==> src/rtl/axi4_lite_pkg.sv <==
// Shared AXI4-Lite definitions: response codes, master FSM states and default bus widths.
package axi4_lite_pkg;

  localparam int AXIL_ADDR_W = 4;
  localparam int AXIL_DATA_W = 32;

  localparam logic [1:0] RESP_OKAY   = 2'b00;
  localparam logic [1:0] RESP_SLVERR = 2'b10;
  localparam logic [1:0] RESP_DECERR = 2'b11;

  typedef enum logic [2:0] {
    ST_IDLE,
    ST_WR_AW_W,
    ST_WR_B,
    ST_RD_AR,
    ST_RD_R
  } mst_state_t;

endpackage

==> src/rtl/axi4_lite_master_if.sv <==
// AXI4-Lite bus bundle (no RRESP) with master and slave views.
interface axi4_lite_master_if
  import axi4_lite_pkg::*;
#(
  parameter int ADDR_W = AXIL_ADDR_W,
  parameter int DATA_W = AXIL_DATA_W
) ();

  logic [ADDR_W-1:0] AWADDR;
  logic              AWVALID;
  logic              AWREADY;
  logic [DATA_W-1:0] WDATA;
  logic              WVALID;
  logic              WREADY;
  logic [1:0]        BRESP;
  logic              BVALID;
  logic              BREADY;
  logic [ADDR_W-1:0] ARADDR;
  logic              ARVALID;
  logic              ARREADY;
  logic [DATA_W-1:0] RDATA;
  logic              RVALID;
  logic              RREADY;

  modport master (
    output AWADDR, AWVALID, WDATA, WVALID, BREADY, ARADDR, ARVALID, RREADY,
    input  AWREADY, WREADY, BRESP, BVALID, ARREADY, RDATA, RVALID
  );

  modport slave (
    input  AWADDR, AWVALID, WDATA, WVALID, BREADY, ARADDR, ARVALID, RREADY,
    output AWREADY, WREADY, BRESP, BVALID, ARREADY, RDATA, RVALID
  );

endinterface

==> src/rtl/axi4_lite_timeout_cnt.sv <==
// Watchdog cycle counter: counts while enabled, flags expiry at LIMIT cycles and holds there.
module axi4_lite_timeout_cnt #(
  parameter int LIMIT = 256
) (
  input  logic ACLK,
  input  logic ARESETn,
  input  logic clear,
  input  logic enable,
  output logic expired
);

  localparam int CW = $clog2(LIMIT + 1);

  logic [CW-1:0] r_cnt;

  // The first busy cycle reads 0, so the LIMIT-th busy cycle reads LIMIT-1.
  assign expired = (r_cnt == CW'(LIMIT - 1));

  always_ff @(posedge ACLK) begin
    if (!ARESETn || clear) begin
      r_cnt <= '0;
    end else if (enable && !expired) begin
      r_cnt <= r_cnt + 1'b1;
    end
  end

endmodule

==> src/rtl/axi4_lite_master.sv <==
// Single-outstanding AXI4-Lite master turning one-shot user commands into bus transactions.
// Optional watchdog enabled by defining AXIL_MASTER_TIMEOUT_EN.
module axi4_lite_master
  import axi4_lite_pkg::*;
#(
  parameter int ADDR_W         = AXIL_ADDR_W,
  parameter int DATA_W         = AXIL_DATA_W,
  parameter int TIMEOUT_CYCLES = 256
) (
  input  logic              ACLK,
  input  logic              ARESETn,
  input  logic              transfer,
  input  logic              write,
  input  logic [ADDR_W-1:0] addr,
  input  logic [DATA_W-1:0] wdata,
  output logic              ready,
  output logic              done,
  output logic [DATA_W-1:0] rdata,
  output logic [1:0]        resp,
  axi4_lite_master_if.master bus
);

  mst_state_t        r_state, w_state_next;
  logic              r_awvalid, w_awvalid_next;
  logic              r_wvalid, w_wvalid_next;
  logic              r_arvalid, w_arvalid_next;
  logic              r_aw_done, w_aw_done_next;
  logic              r_w_done, w_w_done_next;
  logic              r_done, w_done_next;
  logic [ADDR_W-1:0] r_addr, w_addr_next;
  logic [DATA_W-1:0] r_wdata, w_wdata_next;
  logic [DATA_W-1:0] r_rdata, w_rdata_next;
  logic [1:0]        r_resp, w_resp_next;
  logic              w_busy;
  logic              w_expired;

  assign w_busy = (r_state != ST_IDLE);

`ifdef AXIL_MASTER_TIMEOUT_EN
  axi4_lite_timeout_cnt #(.LIMIT(TIMEOUT_CYCLES)) u_timeout (
    .ACLK    (ACLK),
    .ARESETn (ARESETn),
    .clear   (!w_busy),
    .enable  (w_busy),
    .expired (w_expired)
  );
`else
  // Watchdog compiled out: the parameter stays referenced but can never fire.
  assign w_expired = (TIMEOUT_CYCLES < 0);
`endif

  always_comb begin
    w_state_next   = r_state;
    w_awvalid_next = r_awvalid;
    w_wvalid_next  = r_wvalid;
    w_arvalid_next = r_arvalid;
    w_aw_done_next = r_aw_done;
    w_w_done_next  = r_w_done;
    w_done_next    = 1'b0;
    w_addr_next    = r_addr;
    w_wdata_next   = r_wdata;
    w_rdata_next   = r_rdata;
    w_resp_next    = r_resp;

    unique case (r_state)
      ST_IDLE: begin
        if (transfer) begin
          w_addr_next    = addr;
          w_wdata_next   = wdata;
          w_aw_done_next = 1'b0;
          w_w_done_next  = 1'b0;
          if (write) begin
            w_state_next   = ST_WR_AW_W;
            w_awvalid_next = 1'b1;
            w_wvalid_next  = 1'b1;
          end else begin
            w_state_next   = ST_RD_AR;
            w_arvalid_next = 1'b1;
          end
        end
      end
      ST_WR_AW_W: begin
        if (r_awvalid && bus.AWREADY) begin
          w_awvalid_next = 1'b0;
          w_aw_done_next = 1'b1;
        end
        if (r_wvalid && bus.WREADY) begin
          w_wvalid_next = 1'b0;
          w_w_done_next = 1'b1;
        end
        // Flags merged with this edge's handshakes so simultaneous AW/W advance at once.
        if (w_aw_done_next && w_w_done_next) begin
          w_state_next = ST_WR_B;
        end
      end
      ST_WR_B: begin
        if (bus.BVALID) begin
          w_resp_next  = bus.BRESP;
          w_done_next  = 1'b1;
          w_state_next = ST_IDLE;
        end
      end
      ST_RD_AR: begin
        if (bus.ARREADY) begin
          w_arvalid_next = 1'b0;
          w_state_next   = ST_RD_R;
        end
      end
      ST_RD_R: begin
        if (bus.RVALID) begin
          w_rdata_next = bus.RDATA;
          w_resp_next  = RESP_OKAY;
          w_done_next  = 1'b1;
          w_state_next = ST_IDLE;
        end
      end
      default: begin
        w_state_next = ST_IDLE;
      end
    endcase

    // A genuine response arriving on the expiry cycle still wins over the watchdog.
    if (w_expired && w_busy && (w_state_next != ST_IDLE)) begin
      w_state_next   = ST_IDLE;
      w_awvalid_next = 1'b0;
      w_wvalid_next  = 1'b0;
      w_arvalid_next = 1'b0;
      w_resp_next    = RESP_DECERR;
      w_done_next    = 1'b1;
    end
  end

  always_ff @(posedge ACLK) begin
    if (!ARESETn) begin
      r_state   <= ST_IDLE;
      r_awvalid <= 1'b0;
      r_wvalid  <= 1'b0;
      r_arvalid <= 1'b0;
      r_aw_done <= 1'b0;
      r_w_done  <= 1'b0;
      r_done    <= 1'b0;
      r_addr    <= '0;
      r_wdata   <= '0;
      r_rdata   <= '0;
      r_resp    <= RESP_OKAY;
    end else begin
      r_state   <= w_state_next;
      r_awvalid <= w_awvalid_next;
      r_wvalid  <= w_wvalid_next;
      r_arvalid <= w_arvalid_next;
      r_aw_done <= w_aw_done_next;
      r_w_done  <= w_w_done_next;
      r_done    <= w_done_next;
      r_addr    <= w_addr_next;
      r_wdata   <= w_wdata_next;
      r_rdata   <= w_rdata_next;
      r_resp    <= w_resp_next;
    end
  end

  assign ready       = (r_state == ST_IDLE);
  assign done        = r_done;
  assign rdata       = r_rdata;
  assign resp        = r_resp;
  assign bus.AWADDR  = r_addr;
  assign bus.ARADDR  = r_addr;
  assign bus.WDATA   = r_wdata;
  assign bus.AWVALID = r_awvalid;
  assign bus.WVALID  = r_wvalid;
  assign bus.ARVALID = r_arvalid;
  assign bus.BREADY  = (r_state == ST_WR_B);
  assign bus.RREADY  = (r_state == ST_RD_R);

endmodule

==> src/flat_wrapper.sv <==
// flat-port wrapper written by rule: the top's interface ports become plain ports
module axi4_lite_master_flat import axi4_lite_pkg::*;
#(
  parameter int ADDR_W         = AXIL_ADDR_W,
  parameter int DATA_W         = AXIL_DATA_W,
  parameter int TIMEOUT_CYCLES = 256
)
  (ACLK, ARESETn, transfer, write, addr, wdata, ready, done, rdata, resp, bus_AWADDR, bus_AWVALID, bus_WDATA, bus_WVALID, bus_BREADY, bus_ARADDR, bus_ARVALID, bus_RREADY, bus_AWREADY, bus_WREADY, bus_BRESP, bus_BVALID, bus_ARREADY, bus_RDATA, bus_RVALID);
  axi4_lite_master_if #(.ADDR_W(ADDR_W), .DATA_W(DATA_W)) bus_i ();
  input  logic ACLK;
  input  logic ARESETn;
  input  logic transfer;
  input  logic write;
  input  logic [ADDR_W-1:0] addr;
  input  logic [DATA_W-1:0] wdata;
  output logic ready;
  output logic done;
  output logic [DATA_W-1:0] rdata;
  output logic [1:0] resp;
  output wire logic [$bits(bus_i.AWADDR)-1:0] bus_AWADDR;
  output wire logic [$bits(bus_i.AWVALID)-1:0] bus_AWVALID;
  output wire logic [$bits(bus_i.WDATA)-1:0] bus_WDATA;
  output wire logic [$bits(bus_i.WVALID)-1:0] bus_WVALID;
  output wire logic [$bits(bus_i.BREADY)-1:0] bus_BREADY;
  output wire logic [$bits(bus_i.ARADDR)-1:0] bus_ARADDR;
  output wire logic [$bits(bus_i.ARVALID)-1:0] bus_ARVALID;
  output wire logic [$bits(bus_i.RREADY)-1:0] bus_RREADY;
  input wire logic [$bits(bus_i.AWREADY)-1:0] bus_AWREADY;
  input wire logic [$bits(bus_i.WREADY)-1:0] bus_WREADY;
  input wire logic [$bits(bus_i.BRESP)-1:0] bus_BRESP;
  input wire logic [$bits(bus_i.BVALID)-1:0] bus_BVALID;
  input wire logic [$bits(bus_i.ARREADY)-1:0] bus_ARREADY;
  input wire logic [$bits(bus_i.RDATA)-1:0] bus_RDATA;
  input wire logic [$bits(bus_i.RVALID)-1:0] bus_RVALID;
  assign bus_AWADDR = bus_i.AWADDR;
  assign bus_AWVALID = bus_i.AWVALID;
  assign bus_WDATA = bus_i.WDATA;
  assign bus_WVALID = bus_i.WVALID;
  assign bus_BREADY = bus_i.BREADY;
  assign bus_ARADDR = bus_i.ARADDR;
  assign bus_ARVALID = bus_i.ARVALID;
  assign bus_RREADY = bus_i.RREADY;
  assign bus_i.AWREADY = bus_AWREADY;
  assign bus_i.WREADY = bus_WREADY;
  assign bus_i.BRESP = bus_BRESP;
  assign bus_i.BVALID = bus_BVALID;
  assign bus_i.ARREADY = bus_ARREADY;
  assign bus_i.RDATA = bus_RDATA;
  assign bus_i.RVALID = bus_RVALID;
  axi4_lite_master #(.ADDR_W(ADDR_W), .DATA_W(DATA_W), .TIMEOUT_CYCLES(TIMEOUT_CYCLES)) u_core (.ACLK(ACLK), .ARESETn(ARESETn), .transfer(transfer), .write(write), .addr(addr), .wdata(wdata), .ready(ready), .done(done), .rdata(rdata), .resp(resp), .bus(bus_i));
endmodule
==> config.mk <==
export PLATFORM = sky130hd
export DESIGN_NAME = axi4_lite_master_flat
export DESIGN_NICKNAME = d
export VERILOG_FILES = /design/src/rtl/axi4_lite_pkg.sv /design/src/rtl/axi4_lite_master_if.sv /design/src/rtl/axi4_lite_timeout_cnt.sv /design/src/rtl/axi4_lite_master.sv /design/src/flat_wrapper.sv
export SDC_FILE = /design/constraint.sdc
export NUM_CORES = 1
export LEC_CHECK = 0
export BUFFER_PORTS_ARGS = -buffer_cell sky130_fd_sc_hd__buf_2
export CAP_MARGIN = 20
export CORE_AREA = 5 5 95 79
export DETAILED_ROUTE_END_ITERATION = 7
export DIE_AREA = 0 0 100 84
export PLACE_DENSITY = 0.89
export SLEW_MARGIN = 20
export SYNTH_ARGS = -nofsm -noshare
export SYNTH_HDL_FRONTEND = slang
export SYNTH_SLANG_ARGS = --single-unit
==> constraint.sdc <==
create_clock -name ACLK -period 2.5 [get_ports ACLK]
set_clock_uncertainty 0.15 [all_clocks]
set_input_delay 0.125 -clock ACLK [delete_from_list [all_inputs] [get_ports ACLK]]
set_output_delay 0.125 -clock ACLK [all_outputs]
set_load 0.005 [all_outputs]
==> impl_metrics.ini, run 1 <==
[worst_setup_path]
cp_cell_sequence = nor3b_2 -> and2_1 -> buf_4 -> nand2_1 -> a21oi_1 -> dlygate4sd3_1
critical_path.max_stage_delay_ns = 0.56
worst_ep_required_time_ns = 2.64
timing.setup.critical_path_class = reg -> reg
startpoint_type = flop
cp-end-kind = flop
crit_arrival_ns = 2.40
cp.buffers_inverters = 2
timing.critical_path.max_delay_family = buffers and inverters
worstPathMaxFanout = 32
worst_path_max_delay_cell = sky130_fd_sc_hd__dlygate4sd3_1

[global_routing]
overflow = 0
gr-usage-all-layers = 0.226
grt_pass1_wl_um = 15300
grt_most_used_layer = met2
antenna_found_initial = 0
vias_in_the_first_global_route = 3324
gr-usage-met2 = 0.414
grt_use_met1 = 0.231
largest_net_degree_at_the_start_of_global_routing = 41
grt_use_met3 = 0.0760

[job]
drv_cap = 0

[timing]
tightestPinTransition_ns = 0.660
max-slew-margin-rel = 0.560
maxSlewViolCount = 0
clock.fmax_mhz = 443
final.period_utilization = 0.904
fin_worst_hold_slack_ns = 0.0568
final.min_clock_period_ns = 2.26
final.setup.worst_slack_ns = 0.241
finalHoldViolCount = 0
setup_viol = 0
rsz_0062_raised_after_global_routing = false
setup_tns_ns = 0

[synthesis]
synth.net_count = 447
post_synth_main_area_contributors = sky130_fd_sc_hd__dfxtp_1, sky130_fd_sc_hd__nand2_1, sky130_fd_sc_hd__a21oi_1
count_of_cell_types_in_the_netlist = 28
synth.largest_area_cell = sky130_fd_sc_hd__dfxtp_1
synth_seq_area_share = 0.538
synth-warning-count = 0
postSynth.asyncResetShare = 0
postSynthRegisterBits = 79
avgSynthCellArea_um2 = 7.99
edff_count_synth = 0
most_frequent_cell_after_synthesis = sky130_fd_sc_hd__nand2_1
synth_top_area_frac = 0.538
synth_top_cells_by_count = sky130_fd_sc_hd__nand2_1, sky130_fd_sc_hd__dfxtp_1, sky130_fd_sc_hd__a21oi_1
synthFlopType = sky130_fd_sc_hd__dfxtp_1
post_synth_inst_count = 368
synthesis.area_um2 = 2940

[die]
initial_core_utilization = 0.446
floorplan.die.height_um = 84
rows = 27
floorplan.die_area_um2 = 8400
core-area_um2 = 6590
die_width_um = 100
count_of_pins_on_the_block_boundary = 160

[drt]
drt_first_iter_violations = 120
ant_nets = 0
dr.pass1.iters = 4
routed_wire_length_per_instance_um = 14.4
drt_drc_violations_left = 0
wl_um = 9800
via_count = 3347
viasPerCell = 4.92

[cells_and_area]
antenna_cells_inserted = 0
synthToLayoutAreaGrowth_pct = 61.4
final_nets = 667
final_core_util = 0.720
final_layout_size_suffix_gt1_frac = 0.315

[place]
pre_cts_slack_ns = 0.670
io_buffer_count = 159
gp_congestion = 0.796
dp_hpwl_um = 5780

[clocking]
cts-htree-levels = 3
clock-sinks = 79
tritoncts.num_buffers = 9
cts_root_buf = sky130_fd_sc_hd__clkbuf_8
max-clock-path-buffers = 2
clock_tree_from_tritoncts = done
post_cts_buffers = 0
insertion_delay_ns = 0.34
cts.reportedPaths.clkPinSlew_ns = 0.08

[pwr]
cellLeakagePower_nw = 2.19
total_power_w = 0.00355
power_per_cell_area_nw_per_um2 = 747
peakVddDrop_mv = 0.467

[status]
outcome = finished clean

[min_path]
worst_hold_path_type = in -> reg
[power by group]
part           switching, W  total [W]  leakage [nW]  internal, W
logic              0.000458   0.000870          1.42     0.000412
registers          0.000118    0.00151         0.643      0.00140
clock network      0.000466    0.00116         0.127     0.000697
[flip-flops by register name, summed over array words and instances, names as in the netlist]
register,flops
u_core.r_aw_done,1
u_core.resp,2
u_core.r_state,3
u_core.bus.ARVALID,1
u_core.bus.WVALID,1
u_core.r_w_done,1
u_core.rdata,32
u_core.bus.AWVALID,1
u_core.bus.ARADDR,4
u_core.bus.WDATA,32
u_core.done,1
[path summary, 6_finish.rpt]
path,start,end,slack [ns],cells past startpoint
worst max-delay path,u_core.r_state[0],u_core.rdata[17],0.24,6
worst max register to register,u_core.r_state[0],u_core.rdata[17],0.24,6
worst min-delay path,bus_BRESP[0],u_core.resp[0],0.06,4
worst min register to register,u_core.rdata[20],u_core.rdata[20],0.30,2
[metal layers]
metal | vias up | share of wire | wire, um
li1 | 1632 | - | -
met1 | 1540 | 0.37 | 3580
met2 | 147 | 0.53 | 5190
met3 | 28 | 0.075 | 730
met4 | 0 | 0.030 | 293
met5 | - | 0 | 0
[cell usage in the layout (no fill, tap or decap), types with 2 or more instances in the layout]
master / count
sky130_fd_sc_hd__dfxtp_1: 78
sky130_fd_sc_hd__clkinv_4: 2
sky130_fd_sc_hd__a21o_1: 2
sky130_fd_sc_hd__bufinv_16: 3
sky130_fd_sc_hd__a21oi_1: 75
sky130_fd_sc_hd__nand3b_1: 2
sky130_fd_sc_hd__nor4b_1: 3
sky130_fd_sc_hd__buf_12: 2
sky130_fd_sc_hd__mux2i_1: 2
sky130_fd_sc_hd__a32oi_1: 2
sky130_fd_sc_hd__nor2_1: 8
sky130_fd_sc_hd__buf_4: 3
sky130_fd_sc_hd__buf_2: 159
sky130_fd_sc_hd__inv_1: 3
sky130_fd_sc_hd__clkbuf_8: 10
sky130_fd_sc_hd__dlygate4sd3_1: 75
sky130_fd_sc_hd__and2_1: 2
sky130_fd_sc_hd__o21ai_0: 3
sky130_fd_sc_hd__nand2_1: 145
[area by class of cell]
type	count	area, um^2
clock buffer	10	138
clock inverter	6	116
fill	501	1840
inverter	4	15.0
multi-input combinational	255	1180
sequential	79	1580
tap	87	109
timing repair buffer	239	1610
[metrics by stage]
| stage | area, um^2 | instances |
|---|---|---|
| after floorplan | 2940 | 368 |
| after global placement | 3740 | 589 |
| after detailed placement | 3740 | 589 |
| after CTS | 4740 | 680 |
| after global routing | 4750 | 680 |
| final | 4750 | 680 |
[worst register-to-register path: stages, from the launching register on]
cell	delay (ns)
sky130_fd_sc_hd__dfxtp_1	0.44
sky130_fd_sc_hd__nor3b_2	0.35
sky130_fd_sc_hd__and2_1	0.19
sky130_fd_sc_hd__buf_4	0.31
sky130_fd_sc_hd__nand2_1	0.09
sky130_fd_sc_hd__a21oi_1	0.12
sky130_fd_sc_hd__dlygate4sd3_1	0.56
[timing repair]
item                                    CTS  global route
hold buffers                             75             0
endpoints found under the setup margin    0             1
resized for setup                         0             1
hold endpoints to repair                 76             0
[cell families after synthesis]
| kind of cell | after synthesis | synth area share |
|---|---|---|
| buf+inv | 34 | 0.0621 |
| compound gates | 86 | 0.156 |
| flops | 79 | 0.538 |
| mux | 2 | 0.00681 |
| simple gates | 167 | 0.237 |
No activity file was read; power rests on OpenSTA's default activity.
==> run 2, diff against run 1 <==
RECOVER_POWER = 25   (was not set)
==> run 2 against run 1 <==
  * Sequential power about the same
  * Clock power about the same
  * Non-clock buffer count unchanged
  * Sequential share of layout area up 0.20 points
  * Global-route usage unchanged
==> impl_metrics.ini, run 2 (synthesized netlist as in run 1, its figures left out) <==
[status]
outcome = finished clean

[drt]
drt_first_iter_violations = 114
routed_wire_length_per_instance_um = 14.4
dr.pass1.iters = 4
via_count = 3341
ant_nets = 0
drt_drc_violations_left = 0
viasPerCell = 4.91
wl_um = 9800

[cells_and_area]
nFillCells = 514
final_layout_size_suffix_gt1_frac = 0.277
multi_input_comb_area_um2 = 1180
layout.cells.most_common = sky130_fd_sc_hd__nand2_1
antenna_cells_inserted = 0
layout.area.seq_um2 = 1580
most-common-layout-cells = sky130_fd_sc_hd__nand2_1, sky130_fd_sc_hd__buf_2, sky130_fd_sc_hd__dfxtp_1, sky130_fd_sc_hd__a21oi_1, sky130_fd_sc_hd__dlygate4sd3_1
final_nets = 667
synthToLayoutAreaGrowth_pct = 60.4

[timing]
rsz_0062_raised_after_global_routing = false
clock.fmax_mhz = 443
final.period_utilization = 0.904
maxSlewViolCount = 0
max-slew-margin-rel = 0.559
final.setup.worst_slack_ns = 0.241
tightestPinTransition_ns = 0.660
setup_tns_ns = 0
finalHoldViolCount = 0
setup_viol = 0
final.min_clock_period_ns = 2.26

[pwr]
power_per_cell_area_nw_per_um2 = 751
cellLeakagePower_nw = 2.09
peakVddDrop_mv = 0.469
total_power_w = 0.00354

[worst_setup_path]
timing.setup.critical_path_class = reg -> reg
timing.critical_path.max_delay_family = buffers and inverters
critical_path.max_stage_delay_ns = 0.56
crit_arrival_ns = 2.40
cp-end-kind = flop
worst_path_max_delay_cell = sky130_fd_sc_hd__dlygate4sd3_1
cp.buffers_inverters = 2
startpoint_type = flop
worst_ep_required_time_ns = 2.64
cp_cell_sequence = nor3b_2 -> and2_1 -> buf_4 -> nand2_1 -> a21oi_1 -> dlygate4sd3_1
worstPathMaxFanout = 32

[place]
dp_hpwl_um = 5780
io_buffer_count = 159
pre_cts_slack_ns = 0.670
gp_congestion = 0.796

[clocking]
insertion_delay_ns = 0.35
cts.reportedPaths.clkPinSlew_ns = 0.08
cts-htree-levels = 3
clock-sinks = 79
post_cts_buffers = 0
cts_root_buf = sky130_fd_sc_hd__clkbuf_8
clock_tree_from_tritoncts = done
max-clock-path-buffers = 2
tritoncts.num_buffers = 9

[die]
count_of_pins_on_the_block_boundary = 160
core-area_um2 = 6590
rows = 27
floorplan.die.height_um = 84
floorplan.die_area_um2 = 8400
initial_core_utilization = 0.446
die_width_um = 100

[global_routing]
grt_pass1_wl_um = 15300
largest_net_degree_at_the_start_of_global_routing = 41
vias_in_the_first_global_route = 3324
antenna_found_initial = 0
overflow = 0
gr-usage-all-layers = 0.226

[min_path]
worst_hold_path_type = in -> reg

[job]
drv_cap = 0
==> run 2: changes by cell type in the layout (fill, tap and decap cells not counted), sizes merged <==
cell	delta
clkbuf	+22
buf	-22
==> run 2: layer usage <==
layer  wire [um]  up-vias  track usage
li1            -     1630            -
met4         313        0       0.0955
met1        3640     1535        0.231
met3         703       30       0.0760
met5           0        -            0
met2        5140      146        0.414
==> run 2: path summary, 6_finish.rpt <==
check,startpoint,end,slack (ns),cells after the start
worst max-delay path,u_core.r_state[1],u_core.rdata[17],0.24,6
worst min-delay path,bus_BRESP[0],u_core.resp[0],0.06,4
worst max register to register,u_core.r_state[1],u_core.rdata[17],0.24,6
worst min register to register,u_core.bus.WDATA[5],u_core.bus.WDATA[5],0.30,2
==> run 2: per-stage QoR <==
stage	instance area [um^2]	std cells	hold WS [ns]	util
finish	4720	680	0.0576	0.716
global route	4720	680	0.0397	0.716
CTS	4740	680	0.0355	0.720
detailed placement	3740	589	0.221	0.568
global placement	3740	589	0.214	0.568
floorplan	2940	368	0.108	-
==> run 2: layout make-up <==
type / count / share of cell area
flip-flops and latches: 79 / 0.336
repair buffers: 239 / 0.335
multi-input cells: 255 / 0.249
clock buffers: 10 / 0.0292
clock inverters: 6 / 0.0247
well taps: 87 / 0.0231
inverters: 4 / 0.00318
==> run 2: timing repair <==
action / 4_1_cts / 5_1_grt
hold endpoints to repair: 76 / 0
hold buffers: 75 / 0
setup endpoints to repair: 0 / 1
gates resized for setup: 0 / 1
==> run 2: where the power goes <==
| group | internal [W] | total (W) | switching, W | leakage, nW |
|---|---|---|---|---|
| Clock | 0.000697 | 0.00117 | 0.000469 | 0.127 |
| Sequential | 0.00140 | 0.00152 | 0.000120 | 0.643 |
| Combinational | 0.000403 | 0.000861 | 0.000459 | 1.32 |
| Total | 0.00250 | 0.00354 | 0.00105 | 2.09 |
==> run 2: worst min-delay path, cell delays in order <==
cell and delay (ns):
sky130_fd_sc_hd__buf_2 0.09, sky130_fd_sc_hd__nor4b_1 0.13, sky130_fd_sc_hd__a21oi_1 0.12, sky130_fd_sc_hd__nor2_1 0.04
==> run 3, diff against run 2 <==
PLACE_DENSITY = not set   (was 0.89)
PLACE_DENSITY_LB_ADDON = 0.12   (was not set)
==> run 3 against run 2 <==
  * Clock power hardly changed
  * Via count down 4.1%
  * Clock-buffer cell count is 1 higher
  * Sequential power about the same
  * Highest routed layer unchanged
  * Worst setup slack better by 0.40 ns
  * Sequential cell count did not move
  * Cell count shrank 0.15%
==> impl_metrics.ini, run 3 (synthesized netlist as in run 1, its figures left out) <==
[die]
count_of_pins_on_the_block_boundary = 160
die_width_um = 100
floorplan.die_area_um2 = 8400
floorplan.die.height_um = 84
rows = 27
core-area_um2 = 6590
initial_core_utilization = 0.446

[timing]
setup_viol = 0
rsz_0062_raised_after_global_routing = false
max-slew-margin-rel = 0.676
maxSlewViolCount = 0
setup_tns_ns = 0
final.min_clock_period_ns = 1.86
finalHoldViolCount = 0
tightestPinTransition_ns = 0.486
final.period_utilization = 0.742
clock.fmax_mhz = 539

[clocking]
cts_hold_buf = 74
cts_root_buf = sky130_fd_sc_hd__clkbuf_8
insertion_delay_ns = 0.35
clock_tree_from_tritoncts = done
tritoncts.num_buffers = 9
max-clock-path-buffers = 2
cts-htree-levels = 3
cts.reportedPaths.clkPinSlew_ns = 0.08
post_cts_buffers = 0
post_cts.resized_instances = 0
clock-sinks = 79

[min_path]
worst_hold_path_type = in -> reg

[cells_and_area]
synthToLayoutAreaGrowth_pct = 59.1
final_nets = 666
most-common-layout-cells = sky130_fd_sc_hd__nand2_1, sky130_fd_sc_hd__buf_2, sky130_fd_sc_hd__dfxtp_1, sky130_fd_sc_hd__a21oi_1, sky130_fd_sc_hd__dlygate4sd3_1
final_layout_size_suffix_gt1_frac = 0.262
final_cell_area_um2 = 4680
nFillCells = 564
antenna_cells_inserted = 0
layout.cells.most_common = sky130_fd_sc_hd__nand2_1

[drt]
ant_nets = 0
viasPerCell = 4.72
via_count = 3205
dr.pass1.iters = 5
drt_first_iter_violations = 74
routed_wire_length_per_instance_um = 13.4
wl_um = 9080
drt_drc_violations_left = 0

[worst_setup_path]
crit_arrival_ns = 1.97
worst_path_max_delay_cell = sky130_fd_sc_hd__dfxtp_1
worstPathMaxFanout = 32
timing.setup.critical_path_class = reg -> reg
worst_ep_required_time_ns = 2.62
startpoint_type = flop
cp-end-kind = flop
critical_path.max_stage_delay_ns = 0.56
cp_cell_sequence = nor3b_2 -> and2_1 -> buf_4 -> nand2_1 -> a21oi_1

[global_routing]
largest_net_degree_at_the_start_of_global_routing = 56
grt_pass1_wl_um = 14300
antenna_found_initial = 0
gr-usage-all-layers = 0.210
vias_in_the_first_global_route = 3039
overflow = 0

[status]
outcome = finished clean

[place]
dp_hpwl_um = 5540
io_buffer_count = 159
detailed_place.area_um2 = 3730
gp_congestion = 0.838

[pwr]
cellLeakagePower_nw = 2.04
peakVddDrop_mv = 0.459
power_per_cell_area_nw_per_um2 = 745

[job]
drv_cap = 0
-- run 3: cell types whose count changed in the layout (fill, tap and decap cells not counted), sizes merged --
cell	previous run	this run
clkbuf	32	41
buf	142	134
clkinv	2	0
clkinvlp	0	2
dlygate4sd3	75	74
inv	5	4
-- run 3: stage by stage --
step	utilization	hold WS (ns)	total power, W	setup slack, ns	std cells
floorplan	-	0.108	0.00202	1.09	368
global placement	0.566	0.215	0.00227	0.711	589
detailed placement	0.566	0.220	0.00229	0.655	589
CTS	0.716	0.0233	0.00352	0.657	679
global route	0.710	0.0329	0.00369	0.511	679
finish	0.710	0.0401	0.00349	0.644	679
-- run 3: cell type report --
type / count / area [um^2] / area share
Clock buffer: 11 / 141 / 0.0302
Clock inverter: 5 / 105 / 0.0225
Inverter: 4 / 15.0 / 0.00321
Multi-Input combinational cell: 255 / 1180 / 0.251
Sequential cell: 79 / 1580 / 0.338
Tap cell: 87 / 109 / 0.0233
Timing Repair Buffer: 238 / 1550 / 0.331
-- run 3: layer usage --
| layer | wire length (um) | vias up | global-route usage |
|---|---|---|---|
| met4 | 223 | 0 | 0.0710 |
| met2 | 4400 | 117 | 0.356 |
| met5 | 0 | - | 0 |
| li1 | - | 1630 | - |
| met3 | 670 | 24 | 0.0735 |
| met1 | 3780 | 1434 | 0.245 |
-- run 3: where the power goes --
part	internal, W	switching [W]	leakage [nW]
Combinational	0.000382	0.000445	1.28
Clock	0.000691	0.000453	0.116
Sequential	0.00140	0.000120	0.643
Total	0.00247	0.00102	2.04
-- run 3: path summary, 6_finish.rpt --
check | startpoint | end | slack, ns | depth (start not counted)
setup / recovery | u_core.r_state[2] | u_core.rdata[26] | 0.64 | 5
hold reg to reg | u_core.bus.WDATA[31] | u_core.bus.WDATA[31] | 0.30 | 2
hold / removal | bus_BRESP[0] | u_core.resp[0] | 0.04 | 4
setup reg to reg | u_core.r_state[2] | u_core.rdata[26] | 0.64 | 5
-- run 3: critical path: cells and delay by family (launching register included) --
kind | cells | cell delay [ns]
AO/OA/AOI/OAI | 1 | 0.16
buffers and inverters | 1 | 0.32
flip-flops | 1 | 0.56
AND/OR/NAND/NOR | 3 | 0.59
